**src/rtl/pipe_out_arbiter_pkg.sv**
```systemverilog
// Shared constants, header layout and state encoding for the pipe-out arbiter.
package pipe_out_arbiter_pkg;

  localparam int WORD_W = 16;
  localparam int ID_W   = 4;
  localparam int SEQ_W  = 8;

  localparam logic [3:0]        HDR_MAGIC = 4'hA;
  localparam logic [ID_W-1:0]   IDLE_ID   = 4'hF;
  localparam logic [WORD_W-1:0] FILL      = 16'h0000;

  // Header field positions: {magic[15:12], id[11:8], seq[7:0]}
  localparam int HDR_MAGIC_LSB = 12;
  localparam int HDR_ID_LSB    = 8;
  localparam int HDR_SEQ_LSB   = 0;

  typedef enum logic {
    ST_ARB = 1'b0,
    ST_PAY = 1'b1
  } arb_state_t;

  function automatic logic [WORD_W-1:0] make_hdr(input logic [ID_W-1:0] id,
                                                 input logic [SEQ_W-1:0] seq);
    logic [WORD_W-1:0] h;
    h = '0;
    h[HDR_MAGIC_LSB +: 4]  = HDR_MAGIC;
    h[HDR_ID_LSB +: ID_W]  = id;
    h[HDR_SEQ_LSB +: SEQ_W] = seq;
    return h;
  endfunction

endpackage

```
**src/rtl/pipe_out_arbiter_if.sv**
```systemverilog
// Endpoint read port plus per-source FIFO-side signals of the pipe-out arbiter.
interface pipe_out_arbiter_if #(
  parameter int NUM_SRC = 4
);
  logic                  ep_read;
  logic [15:0]           ep_datain;
  logic [16*NUM_SRC-1:0] src_data;
  logic [NUM_SRC-1:0]    src_valid;
  logic [NUM_SRC-1:0]    src_avail;
  logic [NUM_SRC-1:0]    src_ready;
  logic [15:0]           underrun_cnt;

  // Arbiter side
  modport master (
    input  ep_read, src_data, src_valid, src_avail,
    output ep_datain, src_ready, underrun_cnt
  );

  // Endpoint / FIFO environment side
  modport slave (
    output ep_read, src_data, src_valid, src_avail,
    input  ep_datain, src_ready, underrun_cnt
  );
endinterface

```
**src/rtl/pipe_out_arbiter_rr_pick.sv**
```systemverilog
// Combinational round-robin picker: first requester after ptr, wrapping modulo NUM_SRC.
module pipe_out_arbiter_rr_pick
  import pipe_out_arbiter_pkg::*;
#(
  parameter int NUM_SRC = 4
) (
  input  logic [NUM_SRC-1:0] req,
  input  logic [ID_W-1:0]    ptr,
  output logic [ID_W-1:0]    gnt_id,
  output logic               any
);

  // Scan positions ptr+1 .. ptr+NUM_SRC; the first hit wins, IDLE_ID when none.
  always_comb begin
    gnt_id = IDLE_ID;
    any    = 1'b0;
    for (int k = 1; k <= NUM_SRC; k++) begin
      for (int i = 0; i < NUM_SRC; i++) begin
        if (!any && req[i] && (i == ((int'(ptr) + k) % NUM_SRC))) begin
          any    = 1'b1;
          gnt_id = ID_W'(i);
        end
      end
    end
  end

endmodule

```
**src/rtl/pipe_out_arbiter.sv**
```systemverilog
// Shares one pipe-out endpoint among NUM_SRC word streams as fixed-length blocks:
// a header {magic, id, seq} followed by BLOCK_WORDS-1 payload words of one source.
module pipe_out_arbiter
  import pipe_out_arbiter_pkg::*;
#(
  parameter int NUM_SRC     = 4,
  parameter int BLOCK_WORDS = 256
) (
  input  logic ti_clk,
  input  logic ti_reset,
  pipe_out_arbiter_if.master bus
);

  localparam int CNT_W = (BLOCK_WORDS > 2) ? $clog2(BLOCK_WORDS) : 1;
  localparam logic [CNT_W-1:0] LAST_CNT = CNT_W'(BLOCK_WORDS - 1);
  localparam logic [ID_W-1:0]  RST_PTR  = ID_W'(NUM_SRC - 1);

  arb_state_t          state;
  logic [CNT_W-1:0]    cnt;
  logic [SEQ_W-1:0]    seq;
  logic [ID_W-1:0]     rr_ptr;
  logic [ID_W-1:0]     grant_q;
  logic [WORD_W-1:0]   ep_datain_q;
  logic [15:0]         underrun_q;

  logic [ID_W-1:0]     cand_id;
  logic                cand_any;
  logic [ID_W-1:0]     cand_sel;
  logic [WORD_W-1:0]   cand_hdr;

  logic                fetch;
  logic                sel_hit;
  logic                sel_valid;
  logic [WORD_W-1:0]   sel_data;
  logic [WORD_W-1:0]   fetch_word;
  logic                underrun_hit;
  logic [NUM_SRC-1:0]  ready;

  function automatic logic [15:0] sat_inc(input logic [15:0] v);
    return (v == 16'hFFFF) ? v : v + 16'd1;
  endfunction

  pipe_out_arbiter_rr_pick #(
    .NUM_SRC (NUM_SRC)
  ) u_rr_pick (
    .req    (bus.src_avail),
    .ptr    (rr_ptr),
    .gnt_id (cand_id),
    .any    (cand_any)
  );

  assign cand_sel = cand_any ? cand_id : IDLE_ID;
  assign cand_hdr = make_hdr(cand_sel, seq);

  // A word is fetched when the header or any non-final payload word is consumed.
  assign fetch = bus.ep_read && !ti_reset && ((state == ST_ARB) || (cnt < LAST_CNT));

  // Select the granted source's head word; an idle grant matches no source.
  always_comb begin
    sel_hit   = 1'b0;
    sel_valid = 1'b0;
    sel_data  = FILL;
    for (int i = 0; i < NUM_SRC; i++) begin
      if (grant_q == ID_W'(i)) begin
        sel_hit   = 1'b1;
        sel_valid = bus.src_valid[i];
        sel_data  = bus.src_data[16*i +: 16];
      end
    end
  end

  assign fetch_word   = (sel_hit && sel_valid) ? sel_data : FILL;
  assign underrun_hit = fetch && sel_hit && !sel_valid;

  // Pop strobe goes only to the granted source, and only when it has a word.
  always_comb begin
    ready = '0;
    for (int i = 0; i < NUM_SRC; i++) begin
      ready[i] = fetch && sel_valid && (grant_q == ID_W'(i));
    end
  end

  // Block sequencer: arbitrate in ARB, stream payload in PAY, all outputs registered.
  always_ff @(posedge ti_clk) begin
    if (ti_reset) begin
      state       <= ST_ARB;
      seq         <= '0;
      rr_ptr      <= RST_PTR;
      cnt         <= '0;
      underrun_q  <= '0;
      ep_datain_q <= make_hdr(IDLE_ID, '0);
      grant_q     <= IDLE_ID;
    end else begin
      if (underrun_hit) begin
        underrun_q <= sat_inc(underrun_q);
      end
      case (state)
        ST_ARB: begin
          if (!bus.ep_read) begin
            // Keep the displayed header and grant tracking the live candidate.
            grant_q     <= cand_sel;
            ep_datain_q <= cand_hdr;
          end else begin
            // Header consumed: grant_q is locked for the whole block.
            seq <= seq + 8'd1;
            if (grant_q != IDLE_ID) begin
              rr_ptr <= grant_q;
            end
            cnt         <= CNT_W'(1);
            state       <= ST_PAY;
            ep_datain_q <= fetch_word;
          end
        end
        ST_PAY: begin
          if (bus.ep_read) begin
            if (cnt < LAST_CNT) begin
              ep_datain_q <= fetch_word;
              cnt         <= cnt + CNT_W'(1);
            end else begin
              state       <= ST_ARB;
              cnt         <= '0;
              grant_q     <= cand_sel;
              ep_datain_q <= cand_hdr;
            end
          end
        end
        default: begin
          state <= ST_ARB;
        end
      endcase
    end
  end

  assign bus.ep_datain    = ep_datain_q;
  assign bus.src_ready    = ready;
  assign bus.underrun_cnt = underrun_q;

endmodule

```
**src/flat_wrapper.sv**
```systemverilog
// flat-port wrapper written by rule: the top's interface ports become plain ports
module pipe_out_arbiter_flat import pipe_out_arbiter_pkg::*;
#(
  parameter int NUM_SRC     = 4,
  parameter int BLOCK_WORDS = 256
)
  (ti_clk, ti_reset, bus_ep_read, bus_src_data, bus_src_valid, bus_src_avail, bus_ep_datain, bus_src_ready, bus_underrun_cnt);
  pipe_out_arbiter_if #(.NUM_SRC(NUM_SRC)) bus_i ();
  input  logic ti_clk;
  input  logic ti_reset;
  input wire logic [$bits(bus_i.ep_read)-1:0] bus_ep_read;
  input wire logic [$bits(bus_i.src_data)-1:0] bus_src_data;
  input wire logic [$bits(bus_i.src_valid)-1:0] bus_src_valid;
  input wire logic [$bits(bus_i.src_avail)-1:0] bus_src_avail;
  output wire logic [$bits(bus_i.ep_datain)-1:0] bus_ep_datain;
  output wire logic [$bits(bus_i.src_ready)-1:0] bus_src_ready;
  output wire logic [$bits(bus_i.underrun_cnt)-1:0] bus_underrun_cnt;
  assign bus_i.ep_read = bus_ep_read;
  assign bus_i.src_data = bus_src_data;
  assign bus_i.src_valid = bus_src_valid;
  assign bus_i.src_avail = bus_src_avail;
  assign bus_ep_datain = bus_i.ep_datain;
  assign bus_src_ready = bus_i.src_ready;
  assign bus_underrun_cnt = bus_i.underrun_cnt;
  pipe_out_arbiter #(.NUM_SRC(NUM_SRC), .BLOCK_WORDS(BLOCK_WORDS)) u_core (.ti_clk(ti_clk), .ti_reset(ti_reset), .bus(bus_i));
endmodule
```
**config.mk**
```make
export PLATFORM = sky130hd
export DESIGN_NAME = pipe_out_arbiter_flat
export DESIGN_NICKNAME = d
export VERILOG_FILES = /design/src/rtl/pipe_out_arbiter_pkg.sv /design/src/rtl/pipe_out_arbiter_if.sv /design/src/rtl/pipe_out_arbiter_rr_pick.sv /design/src/rtl/pipe_out_arbiter.sv /design/src/flat_wrapper.sv
export SDC_FILE = /design/constraint.sdc
export NUM_CORES = 1
export LEC_CHECK = 0
export BUFFER_PORTS_ARGS = -buffer_cell sky130_fd_sc_hd__buf_2
export CORE_MARGIN = 4
export CORE_UTILIZATION = 51
export DETAILED_ROUTE_END_ITERATION = 8
export PLACE_DENSITY = 0.81
export RECOVER_POWER = 100
export SLEW_MARGIN = 20
export SYNTH_ARGS = -nofsm -noshare
export SYNTH_HDL_FRONTEND = slang
export SYNTH_HIERARCHICAL = 1
export SYNTH_SLANG_ARGS = --single-unit
```
**constraint.sdc**
```tcl
create_clock -name ti_clk -period 2.8 [get_ports ti_clk]
set_clock_uncertainty 0.05 [all_clocks]
set_input_delay 0.28 -clock ti_clk [delete_from_list [all_inputs] [get_ports ti_clk]]
set_output_delay 0.28 -clock ti_clk [all_outputs]
set_load 0.005 [all_outputs]
```
==> results.sh <==
export IMPL_ant_nets=0
export IMPL_io_pins=111
export IMPL_dp_hpwl_um=6280
export IMPL_cts_max_path_buffers=2
export IMPL_overflow=0
export IMPL_worstMarginPinSlew_ns=0.851
export IMPL_dp_cells=536
export IMPL_die_h_um=87.1
export IMPL_grt_pass1_vias=2838
export IMPL_irDropWorstVdd_mv=0.259
export IMPL_layout_commonest_cell="buf_2"
export IMPL_cts_setup_buffers=0
export IMPL_p_leak_uw=0.00156
export IMPL_hold_path_class="input pin to register"
export IMPL_clkTransAtPathRegs_ns=0.10
export IMPL_layout_common_cells="buf_2 (90), dfxtp_1 (55), nand2_1 (35)"
export IMPL_cp_arrival_ns=2.48
export IMPL_insertion_delay_ns=0.31
export IMPL_fp_row_count=28
export IMPL_slew_headroom_pct=43.3
export IMPL_worstSetupPathType="register to register"
export IMPL_grt_max_degree=38
export IMPL_r2r_start="u_core/grant_q[2]"
export IMPL_fin_tns_setup_ns=0
export IMPL_finalHoldViolCount=0
export IMPL_combPwrFrac_pct=19.7
export IMPL_routedWlPerCell_um=15.3
export IMPL_hold_start="bus_ep_read"
export IMPL_p_seq_share_pct=52.0
export IMPL_rsz0062_at_grt="false"
export IMPL_cts_tree="done"
export IMPL_drcViolationCount=0
export IMPL_worst_path_max_delay_cell="or4b_1"
export IMPL_grt_pass1_wl_um=13000
export IMPL_maxCapViolCount=0
export IMPL_powerDensity_nw_per_um2=426
export IMPL_die_w_um=87.1
export IMPL_crit_required_ns=2.95
export IMPL_worstSetupStartpointType="register"
export IMPL_grt_usage_pct=21.3
export IMPL_drive_gt1_share_pct=27.1
export IMPL_pre_cts_slack_ns=0.411
export IMPL_portBuffers=110
export IMPL_syn_to_final_growth_pct=19.4
export IMPL_cts_buffers=5
export IMPL_swShare_pct=27.8
export IMPL_setup_violations_final=0
export IMPL_cts_repair_resized=0
export IMPL_final_area_sq_um=3800
export IMPL_start_util_pct=53.2
export IMPL_syn_nets=446
export IMPL_end_kind="register"
export IMPL_drt_wl_total_um=8330
export IMPL_numClockSinks=55
export IMPL_cp_startpoint="u_core/grant_q[2]"
export IMPL_drtIter0Drc=121
export IMPL_p_sw_uw=450
export IMPL_vias_per_cell=5.90
export IMPL_synthCells=368
export IMPL_slew_viol_final=0
export IMPL_htreeDepth=2
export IMPL_synth_warnings=6
export IMPL_cts_root_buf="clkbuf_8"
export IMPL_period_share_pct=83.1
export IMPL_drtPass1Iterations=4
export IMPL_setup_slack_ns=0.473
export IMPL_fin_cells=544
export IMPL_critPathMaxStageDelay_ns=0.58
export IMPL_grt_antenna_before_repair=0
export IMPL_num_vias=3211
export IMPL_period_needed_ns=2.33
export IMPL_status="complete, no violations"
export IMPL_final_nets=546
export IMPL_cp_cell_sequence="or4b_1 -> a211o_4 -> nor4b_1 -> mux2_2"
export IMPL_max_freq_mhz=430
export IMPL_p_int_uw=1170
export IMPL_placed_cell_area_sq_um=3780
export IMPL_synth_avg_cell_area_sq_um=8.66
export IMPL_hold_buffers=0
export IMPL_cp_max_fo=28
export IMPL_gp_routability_congestion=0.814
export IMPL_p_total_uw=1620
export IMPL_fp_dieArea_sq_um=7580
export IMPL_clockPowerShare_pct=28.4
export IMPL_core_sq_um=5990
export IMPL_syn_cell_area_sq_um=3190
export IMPL_antenna_cells=0
==> metal layers <==
| metal | track usage [%] | wire (um) |
|---|---|---|
| met5 | 0 | 0 |
| met1 | 25.8 | 3400 |
| met3 | 4.73 | 534 |
| met2 | 36.4 | 4210 |
| met4 | 8.07 | 182 |
==> cell type report <==
class	count	area, sq um
Clock buffer	6	82.6
Inverter	5	18.8
Clock inverter	2	16.3
Timing Repair Buffer	118	577
Sequential cell	55	1100
Multi-Input combinational cell	283	1920
Fill cell	534	2190
Tap cell	75	93.8
==> path summary, 6_finish.rpt <==
path / end / slack [ns] / cells after the start
setup / recovery: u_core/bus.underrun_cnt[7] / 0.47 / 4
hold / removal: u_core/cnt[1] / 0.31 / 3
setup reg to reg: u_core/bus.underrun_cnt[7] / 0.47 / 4
hold reg to reg: u_core/bus.ep_datain[15] / 0.43 / 2
==> flip-flops by register name (all words and copies together) (netlist names) <==
| name | count |
|---|---|
| u_core/grant_q | 4 |
| u_core/rr_ptr | 2 |
| u_core/bus.underrun_cnt | 16 |
| u_core/bus.ep_datain | 16 |
| u_core/seq | 8 |
| u_core/cnt | 8 |
| u_core/state | 1 |
==> power by group through the flow <==
stage | Clock [uW] | Combinational, uW | Sequential [uW]
global route | 502 | 349 | 847
detailed placement | 0 | 322 | 859
floorplan | 0 | 207 | 855
CTS | 471 | 325 | 841
global placement | 0 | 317 | 857
finish | 460 | 318 | 841
==> stage by stage <==
step / utilization [%] / hold WS (ns)
after floorplan: - / 0.408
after global placement: 63.1 / 0.395
after detailed placement: 63.1 / 0.400
after CTS: 64.7 / 0.293
after global routing: 63.5 / 0.331
final: 63.5 / 0.307
==> critical path, delay by kind of cell (launching register included) <==
family           cells  cell delay [ns]
AND/OR/NAND/NOR      2             0.97
AO/OA/AOI/OAI        1             0.45
multiplexers         1             0.37
flip-flops           1             0.37
(Power assumes the default switching activity.)
